<file path="src/rtl/pong_game_controller_if.sv">
// Handshake/status bundle between the pong game controller and its surroundings.
// Pure wiring, no latency of its own.
// No backpressure: every input is a one-cycle pulse and every output is a level or pulse.
interface pong_game_controller_if;
    logic       frame_tick;
    logic       key_press;
    logic       p1_scored;
    logic       p2_scored;
    logic       game_startup;
    logic       game_over;
    logic       sq_shown;
    logic [3:0] score_p1;
    logic [3:0] score_p2;
    logic       ball_launch;
    logic       ball_hold;
    logic       serve_dir;
    logic       paddles_en;

    // Environment side: produces the event pulses, observes game status.
    modport master (
        output frame_tick, key_press, p1_scored, p2_scored,
        input  game_startup, game_over, sq_shown, score_p1, score_p2,
               ball_launch, ball_hold, serve_dir, paddles_en
    );

    // Controller side: consumes the event pulses, drives game status.
    modport slave (
        input  frame_tick, key_press, p1_scored, p2_scored,
        output game_startup, game_over, sq_shown, score_p1, score_p2,
               ball_launch, ball_hold, serve_dir, paddles_en
    );
endinterface

</file>
<file path="src/rtl/pong_game_controller.sv">
// Pong game sequencer: startup menu, serve, play, point pause, game over, scoring.
// Latency: all outputs registered, one cycle after the causing input pulse.
// No backpressure: input pulses not relevant to the current state are dropped.
module pong_game_controller #(
    parameter int WIN_SCORE    = 11,
    parameter int SERVE_FRAMES = 60,
    parameter int PAUSE_FRAMES = 90,
    parameter int BLINK_FRAMES = 8
) (
    input  logic                    clk_0,
    input  logic                    rst,
    pong_game_controller_if.slave   bus
);

    typedef enum logic [2:0] {
        ST_STARTUP,
        ST_SERVE,
        ST_PLAY,
        ST_POINT,
        ST_OVER
    } state_t;

    // Last count value before the transition fires (counter is zero on entry).
    localparam logic [7:0] SERVE_LAST = 8'(SERVE_FRAMES - 1);
    localparam logic [7:0] PAUSE_LAST = 8'(PAUSE_FRAMES - 1);
    localparam logic [7:0] BLINK_LAST = 8'(BLINK_FRAMES - 1);
    localparam logic [3:0] WIN        = 4'(WIN_SCORE);

    state_t     state, nxt_state;
    logic [7:0] cnt, nxt_cnt, cnt_inc;
    logic [7:0] blink_cnt, nxt_blink_cnt;
    logic       blink_ph, nxt_blink_ph;
    logic [3:0] score_p1_q, nxt_score_p1;
    logic [3:0] score_p2_q, nxt_score_p2;
    logic       serve_dir_q, nxt_dir;
    logic       launch_q, nxt_launch;
    logic       startup_q, nxt_startup;
    logic       over_q, nxt_over;
    logic       shown_q, nxt_shown;
    logic       hold_q, nxt_hold;
    logic       paddles_q, nxt_paddles;

    // State and all registered outputs; synchronous active-low reset.
    always_ff @(posedge clk_0) begin
        if (!rst) begin
            state       <= ST_STARTUP;
            cnt         <= 8'd0;
            blink_cnt   <= 8'd0;
            blink_ph    <= 1'b0;
            score_p1_q  <= 4'd0;
            score_p2_q  <= 4'd0;
            serve_dir_q <= 1'b1;
            launch_q    <= 1'b0;
            startup_q   <= 1'b1;
            over_q      <= 1'b0;
            shown_q     <= 1'b0;
            hold_q      <= 1'b1;
            paddles_q   <= 1'b0;
        end else begin
            state       <= nxt_state;
            cnt         <= nxt_cnt;
            blink_cnt   <= nxt_blink_cnt;
            blink_ph    <= nxt_blink_ph;
            score_p1_q  <= nxt_score_p1;
            score_p2_q  <= nxt_score_p2;
            serve_dir_q <= nxt_dir;
            launch_q    <= nxt_launch;
            startup_q   <= nxt_startup;
            over_q      <= nxt_over;
            shown_q     <= nxt_shown;
            hold_q      <= nxt_hold;
            paddles_q   <= nxt_paddles;
        end
    end

    // Next-state, counters, scores, and output decode of the next state.
    always_comb begin
        nxt_state     = state;
        nxt_cnt       = cnt;
        nxt_blink_cnt = blink_cnt;
        nxt_blink_ph  = blink_ph;
        nxt_score_p1  = score_p1_q;
        nxt_score_p2  = score_p2_q;
        nxt_dir       = serve_dir_q;
        nxt_launch    = 1'b0;
        cnt_inc       = (cnt == 8'hFF) ? cnt : cnt + 8'd1;

        case (state)
            ST_STARTUP, ST_OVER: begin
                if (bus.key_press) begin
                    nxt_state     = ST_SERVE;
                    nxt_score_p1  = 4'd0;
                    nxt_score_p2  = 4'd0;
                    nxt_dir       = 1'b1;
                    nxt_cnt       = 8'd0;
                    nxt_blink_cnt = 8'd0;
                    nxt_blink_ph  = 1'b0;
                end
            end
            ST_SERVE: begin
                if (bus.frame_tick) begin
                    if (cnt >= SERVE_LAST) begin
                        nxt_state  = ST_PLAY;
                        nxt_launch = 1'b1;
                    end else begin
                        nxt_cnt = cnt_inc;
                    end
                    // Blink phase flips every BLINK_FRAMES ticks.
                    if (blink_cnt >= BLINK_LAST) begin
                        nxt_blink_cnt = 8'd0;
                        nxt_blink_ph  = ~blink_ph;
                    end else begin
                        nxt_blink_cnt = blink_cnt + 8'd1;
                    end
                end
            end
            ST_PLAY: begin
                // Player 1 has priority when both score in the same cycle.
                if (bus.p1_scored) begin
                    if (score_p1_q < WIN) nxt_score_p1 = score_p1_q + 4'd1;
                    nxt_dir   = 1'b1;
                    nxt_state = ST_POINT;
                    nxt_cnt   = 8'd0;
                end else if (bus.p2_scored) begin
                    if (score_p2_q < WIN) nxt_score_p2 = score_p2_q + 4'd1;
                    nxt_dir   = 1'b0;
                    nxt_state = ST_POINT;
                    nxt_cnt   = 8'd0;
                end
            end
            ST_POINT: begin
                if (bus.frame_tick) begin
                    if (cnt >= PAUSE_LAST) begin
                        nxt_cnt = 8'd0;
                        if (score_p1_q == WIN || score_p2_q == WIN) begin
                            nxt_state = ST_OVER;
                        end else begin
                            nxt_state     = ST_SERVE;
                            nxt_blink_cnt = 8'd0;
                            nxt_blink_ph  = 1'b0;
                        end
                    end else begin
                        nxt_cnt = cnt_inc;
                    end
                end
            end
            default: begin
                nxt_state = ST_STARTUP;
            end
        endcase

        nxt_startup = (nxt_state == ST_STARTUP);
        nxt_over    = (nxt_state == ST_OVER);
        nxt_hold    = (nxt_state != ST_PLAY);
        nxt_paddles = (nxt_state == ST_SERVE) || (nxt_state == ST_PLAY) ||
                      (nxt_state == ST_POINT);
        nxt_shown   = (nxt_state == ST_PLAY) ||
                      ((nxt_state == ST_SERVE) && !nxt_blink_ph);
    end

    assign bus.game_startup = startup_q;
    assign bus.game_over    = over_q;
    assign bus.sq_shown     = shown_q;
    assign bus.score_p1     = score_p1_q;
    assign bus.score_p2     = score_p2_q;
    assign bus.ball_launch  = launch_q;
    assign bus.ball_hold    = hold_q;
    assign bus.serve_dir    = serve_dir_q;
    assign bus.paddles_en   = paddles_q;

endmodule

</file>
<file path="src/flat_wrapper.sv">
// flat-port wrapper written by rule: the top's interface ports become plain ports
module pong_game_controller_flat 
#(
    parameter int WIN_SCORE    = 11,
    parameter int SERVE_FRAMES = 60,
    parameter int PAUSE_FRAMES = 90,
    parameter int BLINK_FRAMES = 8
)
  (clk_0, rst, bus_frame_tick, bus_key_press, bus_p1_scored, bus_p2_scored, bus_game_startup, bus_game_over, bus_sq_shown, bus_score_p1, bus_score_p2, bus_ball_launch, bus_ball_hold, bus_serve_dir, bus_paddles_en);
  pong_game_controller_if bus_i ();
  input  logic clk_0;
  input  logic rst;
  input wire logic [$bits(bus_i.frame_tick)-1:0] bus_frame_tick;
  input wire logic [$bits(bus_i.key_press)-1:0] bus_key_press;
  input wire logic [$bits(bus_i.p1_scored)-1:0] bus_p1_scored;
  input wire logic [$bits(bus_i.p2_scored)-1:0] bus_p2_scored;
  output wire logic [$bits(bus_i.game_startup)-1:0] bus_game_startup;
  output wire logic [$bits(bus_i.game_over)-1:0] bus_game_over;
  output wire logic [$bits(bus_i.sq_shown)-1:0] bus_sq_shown;
  output wire logic [$bits(bus_i.score_p1)-1:0] bus_score_p1;
  output wire logic [$bits(bus_i.score_p2)-1:0] bus_score_p2;
  output wire logic [$bits(bus_i.ball_launch)-1:0] bus_ball_launch;
  output wire logic [$bits(bus_i.ball_hold)-1:0] bus_ball_hold;
  output wire logic [$bits(bus_i.serve_dir)-1:0] bus_serve_dir;
  output wire logic [$bits(bus_i.paddles_en)-1:0] bus_paddles_en;
  assign bus_i.frame_tick = bus_frame_tick;
  assign bus_i.key_press = bus_key_press;
  assign bus_i.p1_scored = bus_p1_scored;
  assign bus_i.p2_scored = bus_p2_scored;
  assign bus_game_startup = bus_i.game_startup;
  assign bus_game_over = bus_i.game_over;
  assign bus_sq_shown = bus_i.sq_shown;
  assign bus_score_p1 = bus_i.score_p1;
  assign bus_score_p2 = bus_i.score_p2;
  assign bus_ball_launch = bus_i.ball_launch;
  assign bus_ball_hold = bus_i.ball_hold;
  assign bus_serve_dir = bus_i.serve_dir;
  assign bus_paddles_en = bus_i.paddles_en;
  pong_game_controller #(.WIN_SCORE(WIN_SCORE), .SERVE_FRAMES(SERVE_FRAMES), .PAUSE_FRAMES(PAUSE_FRAMES), .BLINK_FRAMES(BLINK_FRAMES)) u_core (.clk_0(clk_0), .rst(rst), .bus(bus_i));
endmodule
</file>
<file path="config.mk">
export PLATFORM = sky130hd
export DESIGN_NAME = pong_game_controller_flat
export DESIGN_NICKNAME = d
export VERILOG_FILES = /design/src/rtl/pong_game_controller_if.sv /design/src/rtl/pong_game_controller.sv /design/src/flat_wrapper.sv
export SDC_FILE = /design/constraint.sdc
export NUM_CORES = 1
export LEC_CHECK = 0
export BUFFER_PORTS_ARGS = -buffer_cell sky130_fd_sc_hd__buf_4
export CAP_MARGIN = 20
export CELL_PAD_IN_SITES_DETAIL_PLACEMENT = 1
export CELL_PAD_IN_SITES_GLOBAL_PLACEMENT = 2
export CORE_MARGIN = 10
export CORE_UTILIZATION = 37
export CTS_CLUSTER_SIZE = 20
export DETAILED_ROUTE_END_ITERATION = 10
export PLACE_DENSITY_LB_ADDON = 0.1
export SYNTH_ARGS = -nofsm -noshare
export SYNTH_HDL_FRONTEND = slang
export SYNTH_SLANG_ARGS = --single-unit
</file>
<file path="constraint.sdc">
create_clock -name clk_0 -period 4.32 [get_ports clk_0]
set_input_delay 1.296 -clock clk_0 [delete_from_list [all_inputs] [get_ports clk_0]]
set_output_delay 1.296 -clock clk_0 [all_outputs]
set_load 0.03 [all_outputs]
</file>
Word-level counts from Yosys, hierarchy flattened
Cells that the tools add are included.
Widths: inputs -> output; s select.
{"block": "word_totals", "regBits": 35, "inputBits": 6, "output_inout_bits": 15, "elab_cells": 109}
{"block": "classes", "addsub": 4, "n_lt_le_gt_ge": 5, "eq_ne": 24, "muxes": 44, "n_bitwise": 1, "n_reduce_logical": 18}
{"operator": "$mux 8", "count": 13}
{"operator": "$pmux 8 s4", "count": 1}
{"operator": "$mux 3", "count": 8}
{"operator": "$mux 4", "count": 6}
{"operator": "$pmux 8 s3", "count": 1}
{"operator": "$add 8x1->8 const B", "count": 2}
{"operator": "$ne 2x2->1 const B", "count": 8}
{"operator": "$pmux 4 s2", "count": 2}
{"operator": "$eq 3x2->1 const B", "count": 4}
{"operator": "$pmux 3 s4", "count": 1}
{"operator": "$reduce_and 6->1", "count": 2}
{"operator": "$mux 1", "count": 10}
{"operator": "$add 4x1->4 const B", "count": 2}
{"operator": "$eq 4x4->1 const B", "count": 2}
{"operator": "$eq 8x8->1 const B", "count": 1}
{"operator": "$ge 8x3->1 const B", "count": 1}
{"operator": "$ge 8x6->1 const B", "count": 1}
{"operator": "$ge 8x7->1 const B", "count": 1}
{"operator": "$lt 4x4->1 const B", "count": 2}
{"operator": "$eq 3x1->1 const B", "count": 2}
{"operator": "$eq 3x3->1 const B", "count": 2}
{"operator": "$logic_not 3->1", "count": 2}
{"operator": "$ne 2x1->1 const B", "count": 3}
{"operator": "$reduce_and 3->1", "count": 2}
{"operator": "other kinds (14)", "count": 17}

Depth between registers and ports, before layout
Gate-level depths: netlist of run 1.
{"block": "logic_depth", "word_depth": 9, "mapped_depth": 7, "depth_no_buf": 7}

Worst setup path before layout of run 1
OpenSTA, ideal clock, no wires.
{"block": "synth_path", "kind": "in2reg", "start": "input bus_key_press", "end": "register u_core.cnt[5]", "setup_ns": 0.070, "arrival_ns": 2.929, "required_ns": 4.250, "setup_slack_ns": 1.321, "cell_stages": 7, "path_buffers": 2, "cell_sequence": "or3b_1 buf_2 o21a_4 a211o_1 buf_6 or4_4 a21oi_2"}
{"block": "synth_via", "elab_chain_cells": 2}
{"element": "start: declaration", "line": "flat_wrapper.sv:14", "rtl": "input wire logic [$bits(bus_i.key_press)-1:0] bus_key_press;"}
{"element": "$ne 2x2->1 (no line)"}
{"element": "$reduce_and 6->1 (no line)"}
{"element": "end signal: assignment", "line": "pong_game_controller.sv:61", "rtl": "cnt <= nxt_cnt;"}
{"element": "end: declaration", "line": "pong_game_controller.sv:30", "rtl": "logic [7:0] cnt, nxt_cnt, cnt_inc;"}
Every way passes these cells.
A chain may end at the register's enable or synchronous reset.

Final worst setup path of run 1
{"block": "layout_path", "start": "input bus_key_press", "end": "register u_core.cnt[4]"}
The elaborated chain is that of the path after synthesis.

==> results of run 1 <==
-- stage by stage --
step / setup slack, ns / hold WS, ns / total power (W)
detailed placement: 1.05 / 0.454 / 0.000412
floorplan: 1.32 / 0.426 / 0.000389
global route: 1.29 / 0.491 / 0.000699
global placement: 1.16 / 0.447 / 0.000409
CTS: 1.34 / 0.465 / 0.000674
finish: 1.37 / 0.460 / 0.000666
-- synthesized netlist by cell type, types with 3 or more instances --
cell type / count
dfxtp_1: 35
nor2_1: 21
a21oi_1: 17
nand2_1: 15
o21ai_0: 14
inv_1: 11
nand3_1: 9
ha_1: 6
o31ai_1: 6
a31oi_1: 5
nor3_1: 5
o21a_1: 5
a211oi_1: 4
and3_1: 4
a41oi_1: 3
clkbuf_1: 3
nand2b_1: 3
nor3b_1: 3
or3_1: 3
xor2_1: 3
-- kinds of logic (layout without fill, tap and decap cells) --
logic type / after synthesis / in the layout / synth area share [%]
buffers and inverters: 17 / 40 / 4.15
multiplexers: 2 / 2 / 1.13
XOR/XNOR: 3 / 3 / 1.48
AO/OA/AOI/OAI: 69 / 69 / 26.1
flip-flops: 35 / 35 / 39.4
adder cells (fa/ha/maj): 6 / 6 / 4.22
AND/OR/NAND/NOR: 79 / 79 / 23.5
-- critical path, stage by stage --
cell	delay [ns]
buf_4	0.09
or3b_1	0.47
o21a_4	0.17
a211o_1	0.41
or4_1	0.54
a21oi_1	0.17
-- sequential cells by signal, summed over array words and instances, names as in the netlist --
| signal | flops |
|---|---|
| u_core.blink_cnt | 8 |
| u_core.blink_ph | 1 |
| u_core.bus.ball_hold | 1 |
| u_core.bus.ball_launch | 1 |
| u_core.bus.game_over | 1 |
| u_core.bus.game_startup | 1 |
| u_core.bus.paddles_en | 1 |
| u_core.bus.score_p1 | 4 |
| u_core.bus.score_p2 | 4 |
| u_core.bus.serve_dir | 1 |
| u_core.bus.sq_shown | 1 |
| u_core.cnt | 8 |
| u_core.state | 3 |
-- power by group through the flow --
stage               logic (W)  registers (W)  clock network, W
finish              0.0000685       0.000336          0.000262
global route        0.0000761       0.000336          0.000286
CTS                 0.0000692       0.000336          0.000269
detailed placement  0.0000687       0.000343                 0
global placement    0.0000664       0.000342                 0
floorplan           0.0000445       0.000345                 0
-- layout make-up --
class                      count  share of cell area [%]
multi-input combinational    159                    48.4
clock buffer                   7                    4.64
inverter                      11                    1.99
timing repair buffer          21                    7.60
sequential                    35                    33.8
clock inverter                 1                   0.362
tap                           54                    3.26
-- worst max-delay path by stage --
stage / startpoint / endpoint / slack, ns / cells after the start
finish: bus_key_press / u_core.cnt[4] / 1.37 / 6
floorplan: bus_key_press / u_core.cnt[5] / 1.32 / 7
global route: bus_key_press / u_core.cnt[4] / 1.29 / 6
CTS: bus_key_press / u_core.cnt[4] / 1.34 / 6
detailed placement: bus_key_press / u_core.cnt[4] / 1.05 / 6
global placement: bus_key_press / u_core.cnt[5] / 1.16 / 6
-- routing by layer --
| layer | vias up | wire (µm) |
|---|---|---|
| li1 | 826 | - |
| met1 | 792 | 2270 |
| met2 | 20 | 2310 |
| met3 | 8 | 191 |
| met4 | 0 | 43 |
| met5 | - | 0 |
==> results.ini, run 1 <==
[run_status]
outcome=complete, no violations

[clock_network]
clkSlewWorstSetupHoldPaths_ns=0.07
cts_tree=built
clk_latency_ns=0.28
clk_path_buf_depth=2
cts.htree.levels=2
cts-buffers-inserted=5
postCtsSetupBuffers=0
root_buffer=clkbuf_8
cts-resized-gates=0
clock_sinks=35
holdBufCountCts=0

[pwr]
p_sw_share_pct=25.1
pwr-share-seq_pct=50.4
net-switching-power_w=0.000167
clkPwrFrac_pct=39.3
vdd_ir_drop_max_v=0.000188
cellPowerDensity_nw_per_um2=321
p_leak_nw=0.744
p_int_w=0.000499
combPwrFrac_pct=10.3

[grt]
grt_util_met3_pct=3.65
grtUsageTotal_pct=12.4
met2_usage_pct=21.1
top_usage_layer=met2
grt_start_max_net_pins=14
grt_overflow=0
gr-usage-met1_pct=15.1
grt_pass1_vias=1641
antenna_found_initial=0
grt_pass1_wl_um=7940

[synthesis]
syn-num-nets=223
synth_area_leaders=dfxtp_1 (39%), a21oi_1 (4.8%), nor2_1 (4.4%)
synth.largest_area_cell=dfxtp_1
synth_top_area_share_pct=39.4
avgSynthCellArea_um2=8.43
yosysWarnings=0
yosysSeqAreaShare_pct=39.4
synth_edf_count=0
synth_cell_types=50
synth_seq_cells=35
async_reset_ff_share_pct=0
netlist_area_um2=1780
synth_cells=211
synth_ff_type=dfxtp_1

[detailed_routing]
drt-pass1-iter-count=4
postRouteAntennaNets=0
route.detailed.drc=0
vias=1646
wl_per_cell_um=16.7
via_per_inst=5.72
wl_um=4810
drt_iter0_markers=87

[floorplan]
start_util_pct=37.9
core.rowCount=25
fp.dieH_um=89.3
core_area_um2=4690
ios=21
die_w_um=89.3
dieArea_um2=7980

[sta]
final-hold-violation-count=0
setup_tns_ns=0
max_freq_ghz=0.339
setup_viol=0
finalCriticalPeriod_ns=2.95
slew_violations=0
rsz0062_at_grt=false
post-route-period-util_pct=68.3
tightest_slew_ns=0.818
maxSlewHeadroom_pct=45.3
finClkSkew_ns=0.00528

[final_layout]
layout.nets=245
final-seq-area_um2=701
multi_input_area_um2=1000
final_cell_mix=dfxtp_1 (35), nor2_1 (21), buf_4 (21), a21oi_1 (17), nand2_1 (15)
fin_area_um2=2070
drive_gt1_share_pct=15.0
stdcell_count=288
diodes=0
layout_commonest_cell=dfxtp_1
syn2layout_area_growth_pct=16.7
post-route-util_pct=44.2
fillers=573

[hold_path]
holdPathStages=2
min_to=u_core.blink_cnt[7]
min_path_type=register to register
min-delay-start=u_core.blink_cnt[7]

[worst_setup_path]
startpoint_type=input pin
r2r-end=u_core.blink_cnt[4]
r2r_slack_ns=1.83
rr_worst_depth=7
cp.required_ns=4.53
critical_path_class=input pin to register
cp_max_fo=12
worstPathArrival_ns=3.16
worstSetupEndpointType=register
reg2reg_from=u_core.cnt[0]

[flow_run]
cap_viol_max_count=0

[placed_design]
gp_routability_congestion=0.785
placed_cell_area_um2=1970
hpwl_um=3660
place_inst=280
port-buffer-count=20

(Power assumes the default switching activity.)
==> run 2: changes to the inputs <==
CORE_UTILIZATION = 34   (was 37)
clock period = 2.95 ns   (was 4.32 ns; I/O delays follow)
==> results.ini, run 2 (synthesized netlist as in run 1, its figures left out) <==
[run_status]
outcome=complete, no violations

[placed_design]
place_ws_ns=0.259  ; -0.790 ns
place_inst=299  ; +6.8%
port-buffer-count=20  ; unchanged
gp_routability_congestion=0.776  ; -1.1%
hpwl_um=3700  ; +1.0%

[pwr]
cellPowerDensity_nw_per_um2=478  ; +49%
vdd_ir_drop_max_v=0.000197  ; +5.0%
p_leak_nw=0.759  ; +2.0%

[detailed_routing]
drt-pass1-iter-count=4  ; unchanged
wl_um=4920  ; +2.2%
vias=1678  ; +1.9%
drt_iter0_markers=76  ; -13%
route.detailed.drc=0  ; unchanged
via_per_inst=5.48  ; -4.1%
wl_per_cell_um=16.1  ; -3.8%
postRouteAntennaNets=0  ; unchanged

[floorplan]
die_w_um=92.3  ; +3.4%
fp.dieH_um=92.3  ; +3.4%
core_area_um2=5070  ; +8.2%
ios=21  ; unchanged
core.rowCount=26  ; +4.0%
start_util_pct=35.0  ; -2.9 points
dieArea_um2=8520  ; +6.8%

[final_layout]
fillers=623  ; +8.7%
final_cell_mix=dfxtp_1 (35), buf_4 (24), nor2_1 (21), a21oi_1 (17), nand2_1 (15)
stdcell_count=306  ; +6.3%
multi_input_area_um2=1000  ; unchanged
drive_gt1_share_pct=15.3  ; +0.30 points
final-seq-area_um2=701  ; unchanged
syn2layout_area_growth_pct=19.0
diodes=0  ; unchanged
layout_commonest_cell=dfxtp_1
top_regs=u_core.blink_cnt (8), u_core.cnt (8)
layout.nets=248  ; +1.2%

[hold_path]
min_path_type=register to register
min-delay-start=u_core.blink_cnt[7]

[clock_network]
cts-buffers-inserted=5  ; unchanged
root_buffer=clkbuf_8
cts.htree.levels=2  ; unchanged
clock_sinks=35  ; unchanged
postCtsSetupBuffers=0  ; unchanged
cts_tree=built
clkSlewWorstSetupHoldPaths_ns=0.07  ; about the same
clk_path_buf_depth=2  ; unchanged
clk_latency_ns=0.28  ; about the same
holdBufCountCts=0  ; unchanged
cts-resized-gates=0  ; unchanged

[worst_setup_path]
worstSetupEndpointType=register
cpPeakStageDelay_ns=0.69  ; +0.15 ns
r2r_slack_ns=0.48  ; -1.35 ns
startpoint=u_core.cnt[0]
startpoint_type=register
crit_path_end=u_core.blink_cnt[3]
crit_chain=inv_1 -> ha_1 -> nor3b_1 -> o32a_1 -> o21a_1 -> or4b_2 -> a21oi_1
cp.required_ns=3.17  ; -1.36 ns
cp_max_fo=7  ; -5
slowest_stage=or4b_2
worstPathArrival_ns=2.69  ; -0.47 ns
reg2reg_from=u_core.cnt[0]
rr_worst_depth=7  ; unchanged
r2r-end=u_core.blink_cnt[3]
critical_path_class=register to register

[sta]
setup_viol=0  ; unchanged
final-hold-violation-count=0  ; unchanged
finClkSkew_ns=0.00506  ; -0.000223 ns
finalCriticalPeriod_ns=2.47
setup_tns_ns=0  ; unchanged
slew_violations=0  ; unchanged
post-route-period-util_pct=83.9
maxSlewHeadroom_pct=55.8  ; +10 points
rsz0062_at_grt=false
tightest_slew_ns=0.656  ; -0.162 ns
max_freq_ghz=0.404
worst_slack_ns=0.476  ; -0.895 ns

[flow_run]
cap_viol_max_count=0  ; unchanged

[grt]
grt_overflow=0  ; unchanged
grt_pass1_wl_um=8380  ; +5.6%
antenna_found_initial=0  ; unchanged
grt_start_max_net_pins=14  ; unchanged
grtUsageTotal_pct=11.8  ; -0.65 points
grt_pass1_vias=1723  ; +5.0%

## run 2: layout make-up
type / count / share of cell area, %
inverters: 11 / 1.95
multi-input cells: 159 / 47.4
well taps: 70 / 4.14
clock inverters: 1 / 1.42
clock buffers: 6 / 3.43
repair buffers: 24 / 8.52
flip-flops and latches: 35 / 33.1
## run 2: report_power, final
group | total, W | internal [W] | switching (W)
Combinational | 0.000107 | 0.0000410 | 0.0000663
Sequential | 0.000491 | 0.000481 | 0.00000972
Clock | 0.000413 | 0.000248 | 0.000165
Total | 0.00101 | 0.000770 | 0.000241
## run 2: per-stage QoR
| step | total power (W) | util [%] | cell area (µm²) | hold WS, ns |
|---|---|---|---|---|
| after floorplan | 0.000570 | - | 1780 | 0.426 |
| after global placement | 0.000605 | 39.7 | 2010 | 0.439 |
| after detailed placement | 0.000609 | 39.7 | 2010 | 0.468 |
| after CTS | 0.00102 | 41.7 | 2120 | 0.479 |
| after global routing | 0.00107 | 41.7 | 2120 | 0.493 |
| final | 0.00101 | 41.7 | 2120 | 0.464 |
## run 2: worst min path at each step
stage                     slack (ns)                   to  cells after the start
after floorplan                 0.43  u_core.blink_cnt[7]                      2
after detailed placement        0.47  u_core.blink_cnt[7]                      2
after global placement          0.44  u_core.blink_cnt[7]                      2
after global routing            0.49  u_core.blink_cnt[7]                      2
after CTS                       0.48  u_core.blink_cnt[7]                      2
final                           0.46  u_core.blink_cnt[7]                      2
## run 2: metal layers
metal / up-vias / GRT usage, % / wire length (µm)
met5: - / 0 / 0
met4: 0 / 3.34 / 54
met3: 6 / 4.20 / 211
met2: 18 / 19.1 / 2370
met1: 815 / 14.3 / 2290
li1: 839 / - / -
## run 2: critical path: cells and delay by family (launching register included)
| family | cells | cell delay (ns) |
|---|---|---|
| AO/OA/AOI/OAI | 3 | 0.84 |
| flip-flops | 1 | 0.40 |
| AND/OR/NAND/NOR | 2 | 0.87 |
| adder cells (fa/ha/maj) | 1 | 0.20 |
| buffers and inverters | 1 | 0.10 |
==> run 3: changes to the inputs <==
CORE_UTILIZATION = 31   (was 34)
clock period = 2.05 ns   (was 2.95 ns; I/O delays follow)
==> results.ini, run 3 (synthesized netlist as in run 1, its figures left out) <==
[floorplan]
die_w_um=95.7  ; +3.7%
fp.dieH_um=95.7  ; +3.7%
core_area_um2=5540  ; +9.2%
dieArea_um2=9160  ; +7.5%
core.rowCount=27  ; +3.8%
ios=21  ; unchanged
start_util_pct=32.1  ; -2.9 points

[sta]
maxSlewHeadroom_pct=57.8  ; +2.0 points
slew_violations=0  ; unchanged
finClkSkew_ns=0.0125  ; +0.00744 ns
rsz0062_at_grt=false
post-route-period-util_pct=97.6  ; +14 points
tightest_slew_ns=0.628  ; -0.0279 ns
final-hold-violation-count=0  ; unchanged
setup_viol=0  ; unchanged
fin_hold_ws_ns=0.456  ; -0.00836 ns
finalCriticalPeriod_ns=2.00  ; -0.472 ns
max_freq_ghz=0.500  ; +24%

[worst_setup_path]
crit_chain=inv_2 -> ha_2 -> nor3b_4 -> o32a_1 -> o21a_1 -> or4b_4 -> a21oi_2
startpoint_type=register
cpPeakStageDelay_ns=0.52  ; -0.17 ns
worstSetupEndpointType=register
r2r_slack_ns=0.05  ; -0.43 ns
worst-path-buf-inv=1  ; unchanged
cp_top_family=compound AO/OA/AOI/OAI gates
slowest_stage=or4b_4
cp.required_ns=2.28  ; -0.89 ns
worstPathArrival_ns=2.23  ; -0.46 ns
critical_path_class=register to register
cp_max_fo=5  ; -2

[clock_network]
clk_latency_ns=0.29  ; about the same
cts-buffers-inserted=5  ; unchanged
clk_path_buf_depth=2  ; unchanged
root_buffer=clkbuf_8
clkSlewWorstSetupHoldPaths_ns=0.08  ; about the same
clock_sinks=35  ; unchanged
cts.htree.levels=2  ; unchanged
holdBufCountCts=0  ; unchanged
cts_tree=built

[final_layout]
layout_commonest_cell=buf_4
layout.nets=284  ; +15%
drive_gt1_share_pct=30.0  ; +15 points
diodes=0  ; unchanged
final_cell_mix=buf_4 (60), dfxtp_1 (33), nor2_1 (21), nand2_1 (15), a21oi_1 (15)
final-seq-area_um2=706  ; +0.71%
top_regs=u_core.blink_cnt (8), u_core.cnt (8)
multi_input_area_um2=1040  ; +3.4%
fin_area_um2=2410  ; +14%
fillers=690  ; +11%
syn2layout_area_growth_pct=35.3

[detailed_routing]
wl_um=5470  ; +11%
via_per_inst=5.24  ; -4.5%
vias=1807  ; +7.7%
drt_iter0_markers=38  ; -50%
drt-pass1-iter-count=4  ; unchanged
postRouteAntennaNets=0  ; unchanged
route.detailed.drc=0  ; unchanged
wl_per_cell_um=15.9  ; -1.3%

[placed_design]
gp_routability_congestion=0.843  ; +8.6%
hpwl_um=4340  ; +17%
port-buffer-count=20  ; unchanged
placed_cell_area_um2=2290  ; +14%

[pwr]
cellPowerDensity_nw_per_um2=579  ; +21%
power_w=0.00139  ; +38%
p_leak_nw=0.940  ; +24%
vdd_ir_drop_max_v=0.000289  ; +47%

[hold_path]
min_path_type=register to register

[grt]
grt_overflow=0  ; unchanged
grtUsageTotal_pct=12.3  ; +0.53 points
grt_start_max_net_pins=12  ; -2
grt_pass1_vias=1882  ; +9.2%
antenna_found_initial=0  ; unchanged
grt_pass1_wl_um=9030  ; +7.7%

[run_status]
outcome=complete, no violations

[flow_run]
cap_viol_max_count=0  ; unchanged

-- run 3: timing repair --
action | CTS | global route
resized for setup | 4 | 6
pin swaps | 3 | 4
setup buffers | 1 | 1
endpoints found under the setup margin | 2 | 12
-- run 3: routing by layer --
layer / up-vias / share of wire, % / GRT usage [%]
li1: 909 / - / -
met1: 872 / 48 / 14.8
met2: 22 / 48 / 21.1
met3: 4 / 3.0 / 2.88
met4: 0 / 0.88 / 4.05
met5: - / 0 / 0
-- run 3: power by group --
group / internal, W / total (W) / leakage (nW) / switching [W]
sequential: 0.000693 / 0.000703 / 0.285 / 0.0000102
clock: 0.000238 / 0.000485 / 0.0422 / 0.000247
combinational: 0.0000943 / 0.000205 / 0.613 / 0.000111
total: 0.00103 / 0.00139 / 0.940 / 0.000368
-- run 3: path summary, 6_finish.rpt --
| check | start | endpoint | cells after the start |
|---|---|---|---|
| setup reg to reg | u_core.cnt[0] | u_core.blink_cnt[3] | 7 |
| hold reg to reg | u_core.blink_cnt[7] | u_core.blink_cnt[7] | 2 |
| hold / removal | u_core.blink_cnt[7] | u_core.blink_cnt[7] | 2 |
| setup / recovery | u_core.cnt[0] | u_core.blink_cnt[3] | 7 |
-- run 3: final cells by class --
| cell class | instances | area share [%] |
|---|---|---|
| multi-input combinational | 159 | 43.1 |
| sequential | 35 | 29.3 |
| timing repair buffer | 60 | 18.7 |
| tap | 72 | 3.74 |
| clock buffer | 7 | 3.17 |
| inverter | 11 | 1.72 |
| clock inverter | 1 | 0.208 |
-- run 3: metrics by stage --
stage / TNS (ns) / utilization [%] / cells / setup WS (ns)
final: 0 / 43.4 / 345 / 0.0486
after global routing: 0 / 43.4 / 345 / 0.000685
after CTS: 0 / 43.2 / 344 / 0.00757
after detailed placement: -1.30 / 41.3 / 335 / -0.138
after global placement: -0.669 / 41.3 / 335 / -0.127
after floorplan: -0.115 / - / 211 / -0.114
-- run 3: worst reg2reg max path, delay by kind of cell (launching register included) --
kind                       cells  cell delay, ns
adders and majority gates      1            0.16
DFF                            1            0.37
AOI/OAI and AO/OA              3            0.69
and+or+nand+nor                2            0.68
buffers and inverters          1            0.04
